## config.mk

```make
export PLATFORM = sky130hd
export DESIGN_NAME = serial_msg_sink
export DESIGN_NICKNAME = d
export VERILOG_FILES = /design/src/rtl/serial_msg_sink.sv
export SDC_FILE = /design/constraint.sdc
export NUM_CORES = 1
export LEC_CHECK = 0
export CORE_AREA = 5 5 191 193
export CTS_BUF_LIST = sky130_fd_sc_hd__clkbuf_4 sky130_fd_sc_hd__clkbuf_8 sky130_fd_sc_hd__clkbuf_16
export CTS_CLUSTER_SIZE = 16
export DETAILED_ROUTE_END_ITERATION = 10
export DIE_AREA = 0 0 196 198
export PLACE_DENSITY = 0.78
export SYNTH_ARGS = -nofsm -noshare
export SYNTH_HDL_FRONTEND = slang
export SYNTH_SLANG_ARGS = --single-unit
```

## constraint.sdc

```tcl
create_clock -name clk -period 8.25 [get_ports clk]
set_input_delay 2.475 -clock clk [delete_from_list [all_inputs] [get_ports clk]]
set_output_delay 2.475 -clock clk [all_outputs]
set_load 0.03 [all_outputs]
```

## src/rtl/serial_msg_sink.sv

```systemverilog
// Purpose: filters CRC-failed messages, buffers good ones in a FWFT FIFO, keeps frame stats and link liveness.
// Latency: 1 clk from a good sync strobe to m_valid/m_data on an empty FIFO.
// Backpressure: m_ready stalls the head; good frames arriving while full (and not popping) are dropped and counted.
module serial_msg_sink #(
    parameter int AW      = 2,
    parameter int LINK_TO = 500000
) (
    input  logic          clk,
    input  logic          rst_n,
    input  logic          sync,
    input  logic [63:0]   d,
    input  logic          err,
    input  logic          clr,
    output logic          m_valid,
    output logic [63:0]   m_data,
    input  logic          m_ready,
    output logic [AW:0]   level,
    output logic [15:0]   good_cnt,
    output logic [15:0]   bad_cnt,
    output logic [15:0]   drop_cnt,
    output logic          link_up
);

    localparam int DEPTH = 2 ** AW;
    // Watchdog wide enough for LINK_TO, never narrower than 20 bits.
    localparam int WW = ($clog2(LINK_TO + 1) > 20) ? $clog2(LINK_TO + 1) : 20;
    localparam logic [WW-1:0] WD_MAX   = WW'(LINK_TO);
    localparam logic [AW:0]   LVL_FULL = (AW + 1)'(DEPTH);

    logic [63:0]   r_mem [DEPTH];
    logic [AW-1:0] r_wr_ptr;
    logic [AW-1:0] r_rd_ptr;
    logic [AW:0]   r_level;
    logic [63:0]   r_m_data;
    logic [15:0]   r_good_cnt;
    logic [15:0]   r_bad_cnt;
    logic [15:0]   r_drop_cnt;
    logic [WW-1:0] r_wd;
    logic          r_link;

    logic          w_good;
    logic          w_bad;
    logic          w_full;
    logic          w_pop;
    logic          w_push;
    logic          w_drop;
    logic [AW-1:0] w_rd_nxt;
    logic [AW:0]   w_lvl_after_pop;
    logic [63:0]   w_head_nxt;
    logic [WW-1:0] w_wd_nxt;

    // Frame classification and FIFO push/pop decisions; clr suppresses everything.
    always_comb begin
        w_good          = sync & ~err & ~clr;
        w_bad           = sync & err & ~clr;
        w_full          = (r_level == LVL_FULL);
        w_pop           = (r_level != '0) & m_ready & ~clr;
        // A pop in the same cycle frees the slot, so a full FIFO can still accept.
        w_push          = w_good & (~w_full | w_pop);
        w_drop          = w_good & w_full & ~w_pop;
        w_rd_nxt        = w_pop ? r_rd_ptr + AW'(1) : r_rd_ptr;
        w_lvl_after_pop = w_pop ? r_level - (AW + 1)'(1) : r_level;
        // If nothing older remains, the incoming frame becomes the head.
        w_head_nxt      = (w_lvl_after_pop == '0) ? d : r_mem[w_rd_nxt];
        w_wd_nxt        = w_good ? '0 : ((r_wd == WD_MAX) ? r_wd : r_wd + WW'(1));
    end

    // FIFO storage; contents are don't-care until written, so no reset.
    always_ff @(posedge clk) begin
        if (w_push) r_mem[r_wr_ptr] <= d;
    end

    // FIFO pointers, occupancy and registered head entry.
    always_ff @(posedge clk or negedge rst_n) begin
        if (!rst_n) begin
            r_wr_ptr <= '0;
            r_rd_ptr <= '0;
            r_level  <= '0;
            r_m_data <= '0;
        end else if (clr) begin
            r_wr_ptr <= '0;
            r_rd_ptr <= '0;
            r_level  <= '0;
            r_m_data <= '0;
        end else begin
            if (w_push) r_wr_ptr <= r_wr_ptr + AW'(1);
            r_rd_ptr <= w_rd_nxt;
            r_level  <= w_lvl_after_pop + (w_push ? (AW + 1)'(1) : '0);
            if (w_pop || (w_push && r_level == '0)) r_m_data <= w_head_nxt;
        end
    end

    // Saturating frame statistics.
    always_ff @(posedge clk or negedge rst_n) begin
        if (!rst_n) begin
            r_good_cnt <= '0;
            r_bad_cnt  <= '0;
            r_drop_cnt <= '0;
        end else if (clr) begin
            r_good_cnt <= '0;
            r_bad_cnt  <= '0;
            r_drop_cnt <= '0;
        end else begin
            if (w_good && r_good_cnt != 16'hFFFF) r_good_cnt <= r_good_cnt + 16'd1;
            if (w_bad  && r_bad_cnt  != 16'hFFFF) r_bad_cnt  <= r_bad_cnt  + 16'd1;
            if (w_drop && r_drop_cnt != 16'hFFFF) r_drop_cnt <= r_drop_cnt + 16'd1;
        end
    end

    // Link watchdog: restarts on each good frame, link drops once it saturates.
    always_ff @(posedge clk or negedge rst_n) begin
        if (!rst_n) begin
            r_wd   <= WD_MAX;
            r_link <= 1'b0;
        end else if (clr) begin
            r_wd   <= WD_MAX;
            r_link <= 1'b0;
        end else begin
            r_wd   <= w_wd_nxt;
            r_link <= (w_wd_nxt != WD_MAX);
        end
    end

    assign m_valid  = (r_level != '0);
    assign m_data   = r_m_data;
    assign level    = r_level;
    assign good_cnt = r_good_cnt;
    assign bad_cnt  = r_bad_cnt;
    assign drop_cnt = r_drop_cnt;
    assign link_up  = r_link;

endmodule
```

# --- After elaboration in Yosys (flattened, before gate mapping) ---
# Memories as Yosys holds them, arrays and structs flattened.
# Cells that the tools add are included.
totals:
  reg_bits: 140
  latch_bits: 0
  mem_bits_rw: 256
  mem_bits_ro: 0
  in_bits: 70
  out_inout_bits: 117
  word_cells: 73
  n_memories: 1
mem_list:
  columns: ["memory", "words", "width", "read_ports", "rd_clocked_by_memory_dff", "wr", "line", "rtl"]
  rows:
  - ["r_mem", 4, 64, 1, 0, 1, "30", "logic [63:0] r_mem [DEPTH];"]
op_classes:
  addsub: 8
  n_mul: 0
  div: 0
  n_lt_le_gt_ge: 0
  n_eq_ne: 6
  shifts: 0
  muxes: 22
  bitwise_logic: 14
  reduce_logical: 13
ops:
  columns: ["cell", "n"]
  rows:
  - ["$mux W64", 3]
  - ["$mux W16", 6]
  - ["$mux W20", 3]
  - ["$add A16 B1 Y16 const B", 3]
  - ["$ne A16 B16 Y1 const B", 3]
  - ["$add A20 B1 Y20 const B", 1]
  - ["$eq A20 B19 Y1 const B", 1]
  - ["$ne A20 B19 Y1 const B", 1]
  - ["$reduce_bool A2 Y1", 5]
  - ["$and A1 B1 Y1", 9]
  - ["$mux W2", 4]
  - ["$logic_not A3 Y1", 2]
  - ["$mux W3", 2]
  - ["$add A2 B1 Y2 const B", 2]
  - ["$logic_and A1 B1 Y1", 4]
  - ["$mux W1", 4]
  - ["$not A1 Y1", 4]
  - ["$add A3 B1 Y3", 1]
  - ["$eq A3 B3 Y1 const B", 1]
  - ["$reduce_bool A3 Y1", 1]
  - ["$sub A3 B1 Y3 const B", 1]
  - ["$logic_or A1 B1 Y1", 1]
  - ["$or A1 B1 Y1", 1]

# --- Longest topological paths before layout ---
depth:
  word_depth: 9
  mapped_depth: 10
  mapped_depth_nobuf: 10

# --- Worst setup path after synthesis ---
# OpenSTA, ideal clock, no wires.
synth_path:
  kind: "input port to flip-flop"
  start: "in clr"
  end: "mem r_mem[0][0] (enable)"
  setup_ps: 429
  arrival_ps: 4965
  required_time_ps: 7821
  slack_ps: 2856
  path_stages: 4
  path_buffers: 1
  cell_sequence: "or3b_1 > clkbuf_1 > a31oi_1 > and2_1"
synth_via:
  elab_chain_len: 6
  word_cells_on_any_way: 7
  cone_classes: "mux: 2; bitwise: 5"
synth_lines:
  columns: ["item", "line", "rtl"]
  rows:
  - ["start: declaration", "13", "input logic clr,"]
  - ["$not A1 Y1 (*)", "54, 57", null]
  - ["$and A1 B1 Y1", "57", "w_pop = (r_level != '0) & m_ready & ~clr;"]
  - ["$or A1 B1 Y1", "59", "w_push = w_good & (~w_full | w_pop);"]
  - ["$and A1 B1 Y1 (*)", "59", null]
  - ["$mux W1 (*)", "70", "if (w_push) r_mem[r_wr_ptr] <= d;"]
  - ["$mux W1 (not written as such) (*)", "70", null]
  - ["end: declaration", "30", null]
# Mark *: on every way between the ends. The rest lies on a longest branch, timed or not.

# --- Worst setup path in the final report ---
layout_path:
  start: "in clr"
  end: "reg r_m_data[4], in the netlist m_data[4]"
layout_via:
  elab_chain_len: 7
  word_cells_on_any_way: 15
  cone_classes: "mux: 5; bitwise: 5; reduce/logical: 4; memory: 1"
layout_lines:
  columns: ["item", "line", "rtl"]
  rows:
  - ["$not A1 Y1", "54, 57", null]
  - ["$and A1 B1 Y1", "57", null]
  - ["$mux W2 (tied with other cells)", "61", "w_rd_nxt = w_pop ? r_rd_ptr + AW'(1) : r_rd_ptr;"]
  - ["$mem_v2 Z4 W64 (tied with other cells)", null, null]
  - ["$mux W64 or $logic_and A1 B1 Y1 (tied branches)", "64, 89", null]
  - ["$mux W64 or $logic_or A1 B1 Y1 (tied branches)", "89", "if (w_pop || (w_push && r_level == '0)) r_m_data <= w_head_nxt;"]
  - ["$mux W64 or $reduce_bool A2 Y1 (tied branches)", null, null]
  - ["end signal: assignment", "89", null]
  - ["end: declaration", "34", "logic [63:0] r_m_data;"]
# Parallel ways exist; a longest one is shown, timed or not. The select of a mux whose other input is x is not followed.
# A chain may end at the register's enable or synchronous reset.

==> results.yml <==
outcome:
  status: "completed"
global_routing:
  grt_pass1_vias: 10520
  grt_pass1_wl_um: 58550
  grt_max_degree: 129
  track_usage_pct: 18.85
  overflow: 0
  antenna_found_initial: 4
worst_setup_path:
  r2r-end: "m_data[4]$_DFFE_PN0P_"
  r2r_cells: 9
  cp-start-kind: "input port"
  ff2ff_setup_slack_ns: 4.76
  r2r_start: "level[0]$_DFF_PN0_"
  cp_max_fo: 65
  critPathKind: "in2reg"
  crit_arrival_ns: 5.84
  end_kind: "flip-flop"
  required_ns: 8.65
timing:
  slew_violations: 0
  min_period_ns: 5.440
  slew_headroom_pct: 13.56
  fin_crit_sh_pct: 65.94
  grt_setup_unrepaired: "false"
  max_freq_mhz: 183.8
  hold_violations: 0
  fin_worst_skew_ns: 0.02241
  finalSetupTns_ns: 0
  setup_viol: 0
  tightestPinTransition_ns: 1.297
  whs_ns: 0.5507
layout:
  fin_nets: 1394
  syn2layout_area_growth_pct: 20.98
  regArea_um2: 11200
  multi_input_area_um2: 5364
  drive_gt1_share_pct: 16.68
  fill_cells: 2577
logic_synthesis:
  yosys_warnings: 0
  synth_edf_count: 256
  synthFlopType: "edfxtp_1"
  async_reset_ff_share_pct: 35.35
  synth_cells: 1142
  syn_area_per_cell_um2: 14.84
  synth_seq_cells: 396
  syn_nets: 1225
  syn_area_um2: 16950
  ys_types: 67
  yosysSeqAreaShare_pct: 66.06
hold_path:
  hold_path_end: "good_cnt[0]$_DFFE_PN0P_"
  hold_depth: 1
  hp-class: "reg2reg"
  worst_hold_startpoint: "good_cnt[0]$_DFFE_PN0P_"
drt:
  post-route-drc-count: 0
  avgRoutedWirePerCell_um: 20.62
  via_per_inst: 5.694
  drt-total-wl_um: 37110
  ant_nets: 0
  vias: 10250
  first_pass_iters: 5
  drtIter0Drc: 729
place:
  portBuffers: 186
  dp_hpwl_um: 21260
  globalplace.congestion: 0.8033
clocking:
  cts_setup_buffers: 0
  cts_max_level: 2
  cts_buffers: 41
  cts_max_path_buffers: 3
  cts_resized: 0
  clock_latency_ns: 0.53
  cts-root-buf: "clkbuf_16"
  cts_hold_buf: 0
  clkTransAtPathRegs_ns: 0.06
  cts_tree: "done"
  cts_sinks: 396
power_and_ir_drop:
  ir_drop_mv: 0.2192
  p_leak_nw: 7.259
  power.density_nw_per_um2: 250.6
floorplan:
  rows: 68
  core_area_um2: 34370
  die_w_um: 196
  io-pin-count: 187
  initial_utilization_pct: 49.32
  dieArea_um2: 38810
  dieHeight_um: 198
job:
  cap_violations: 0
-- cells by family after synthesis --
kind of cell | after synthesis | synth area share, %
fa+ha+maj | 13 | 0.9595
compound gates | 120 | 7.381
buf+inv | 80 | 2.554
mux | 69 | 8.805
simple gates | 400 | 10.82
flops | 396 | 66.06
xor+xnor | 64 | 3.417
-- cells in the final DEF (no fill, tap or decap), drive strengths merged, types with 3 or more instances in the layout --
cell type	instances
buf	9
xor2	39
a311oi	64
mux2i	4
nand4	26
nor2	131
edfxtp	256
ha	13
o21bai	7
clkinv	11
nor4	4
a21oi	13
and2	8
inv	13
o21ai	12
nand2b	5
or2	3
dfstp	7
nand3b	3
a31oi	6
nor3	10
nor2b	6
or3	4
nand2	155
clkbuf	60
and3	11
xnor2	25
mux4	64
clkdlybuf4s50	184
and4	4
dfrtp	133
nand3	21
-- flip-flops by register name (all words and copies together), names as in the netlist --
signal	flops
bad_cnt	16
drop_cnt	16
good_cnt	16
level	3
link_up	1
m_data	64
r_mem	256
r_rd_ptr	2
r_wd	20
r_wr_ptr	2
-- Yosys cell counts (2+ instances only) --
master    count  area, um2
o31a_1        2      17.52
nor2_1      131      491.7
dfstp_2       7      183.9
mux2i_1       4      40.04
and2_1        7      43.79
o21ai_0      12      60.06
buf_4         3      22.52
or2_2         3      18.77
nand3b_1      3      22.52
buf_8         2      30.03
o21bai_1      7      52.55
nand2_1     154      578.1
a211oi_1      2      15.01
clkbuf_1     35      131.4
nor2b_1       6      37.54
and3_1       11      68.82
nor3_2        3      30.03
a311oi_2     49      735.7
or3_1         4      25.02
buf_2        21      105.1
a21oi_1      13      65.06
a311oi_1     15      131.4
nor3_1        7      35.03
buf_12        4      80.08
inv_1        13      48.80
mux4_2       64       1441
o21a_1        2      15.01
nand4_1      25      156.4
nand2b_1      4      25.02
nand4b_1      2      17.52
dfrtp_1     133       3328
xnor2_1      24      210.2
and4_1        4      35.03
ha_1         13      162.7
a31oi_1       6      37.54
nor4_1        3      18.77
o31ai_1       2      15.01
nand3_1      20      100.1
edfxtp_1    256       7687
xor2_1       39      341.6
-- layout make-up --
type	instances	share of cell area, %
multi-input cells	666	26.15
clock inverters	15	0.6711
repair buffers	193	9.389
flip-flops and latches	396	54.61
clock buffers	60	6.138
diodes	2	0.02440
well taps	455	2.776
inverters	13	0.2379
-- worst max-delay path: stages --
cell and delay [ns]:
buf_4 0.60, and2b_1 0.32, and2_1 0.23, nor3_2 0.22
o221a_2 1.12, buf_4 0.44, nand2_1 0.09, a311oi_1 0.30
-- per-stage QoR --
step	total power, mW	cells	utilization [%]	instance area (um2)	setup WS, ns
detailed placement	3.323	1723	55.59	19110	2.308
global placement	3.300	1723	55.59	19110	2.442
global route	5.344	1799	59.66	20510	2.558
floorplan	2.975	1142	-	16950	2.856
CTS	5.183	1798	59.65	20500	2.795
finish	5.139	1800	59.66	20510	2.810
-- worst max-delay path by stage --
stage,start,end,cells past startpoint
floorplan,clr,r_mem[0][0]$_DFFE_PP_,4
global placement,clr,m_data[18]$_DFFE_PN0P_,8
detailed placement,clr,m_data[21]$_DFFE_PN0P_,8
CTS,clr,m_data[4]$_DFFE_PN0P_,8
global route,clr,m_data[4]$_DFFE_PN0P_,8
finish,clr,m_data[4]$_DFFE_PN0P_,8
-- where the power goes --
| part | switching (mW) | leakage [nW] | internal (mW) |
|---|---|---|---|
| clock network | 0.736 | 0.699 | 1.12 |
| logic | 0.620 | 2.37 | 0.382 |
| registers | 0.0668 | 4.19 | 2.21 |
-- per-layer routing --
metal | global-route usage (%) | up-vias | part of all wire (%)
li1 | - | 4631 | -
met5 | 0 | - | 0.067
met4 | 4.888 | 4 | 2.4
met1 | 25.95 | 5205 | 42
met2 | 30.62 | 351 | 48
met3 | 4.577 | 58 | 7.5
Power figures use the tool's default switching activity.
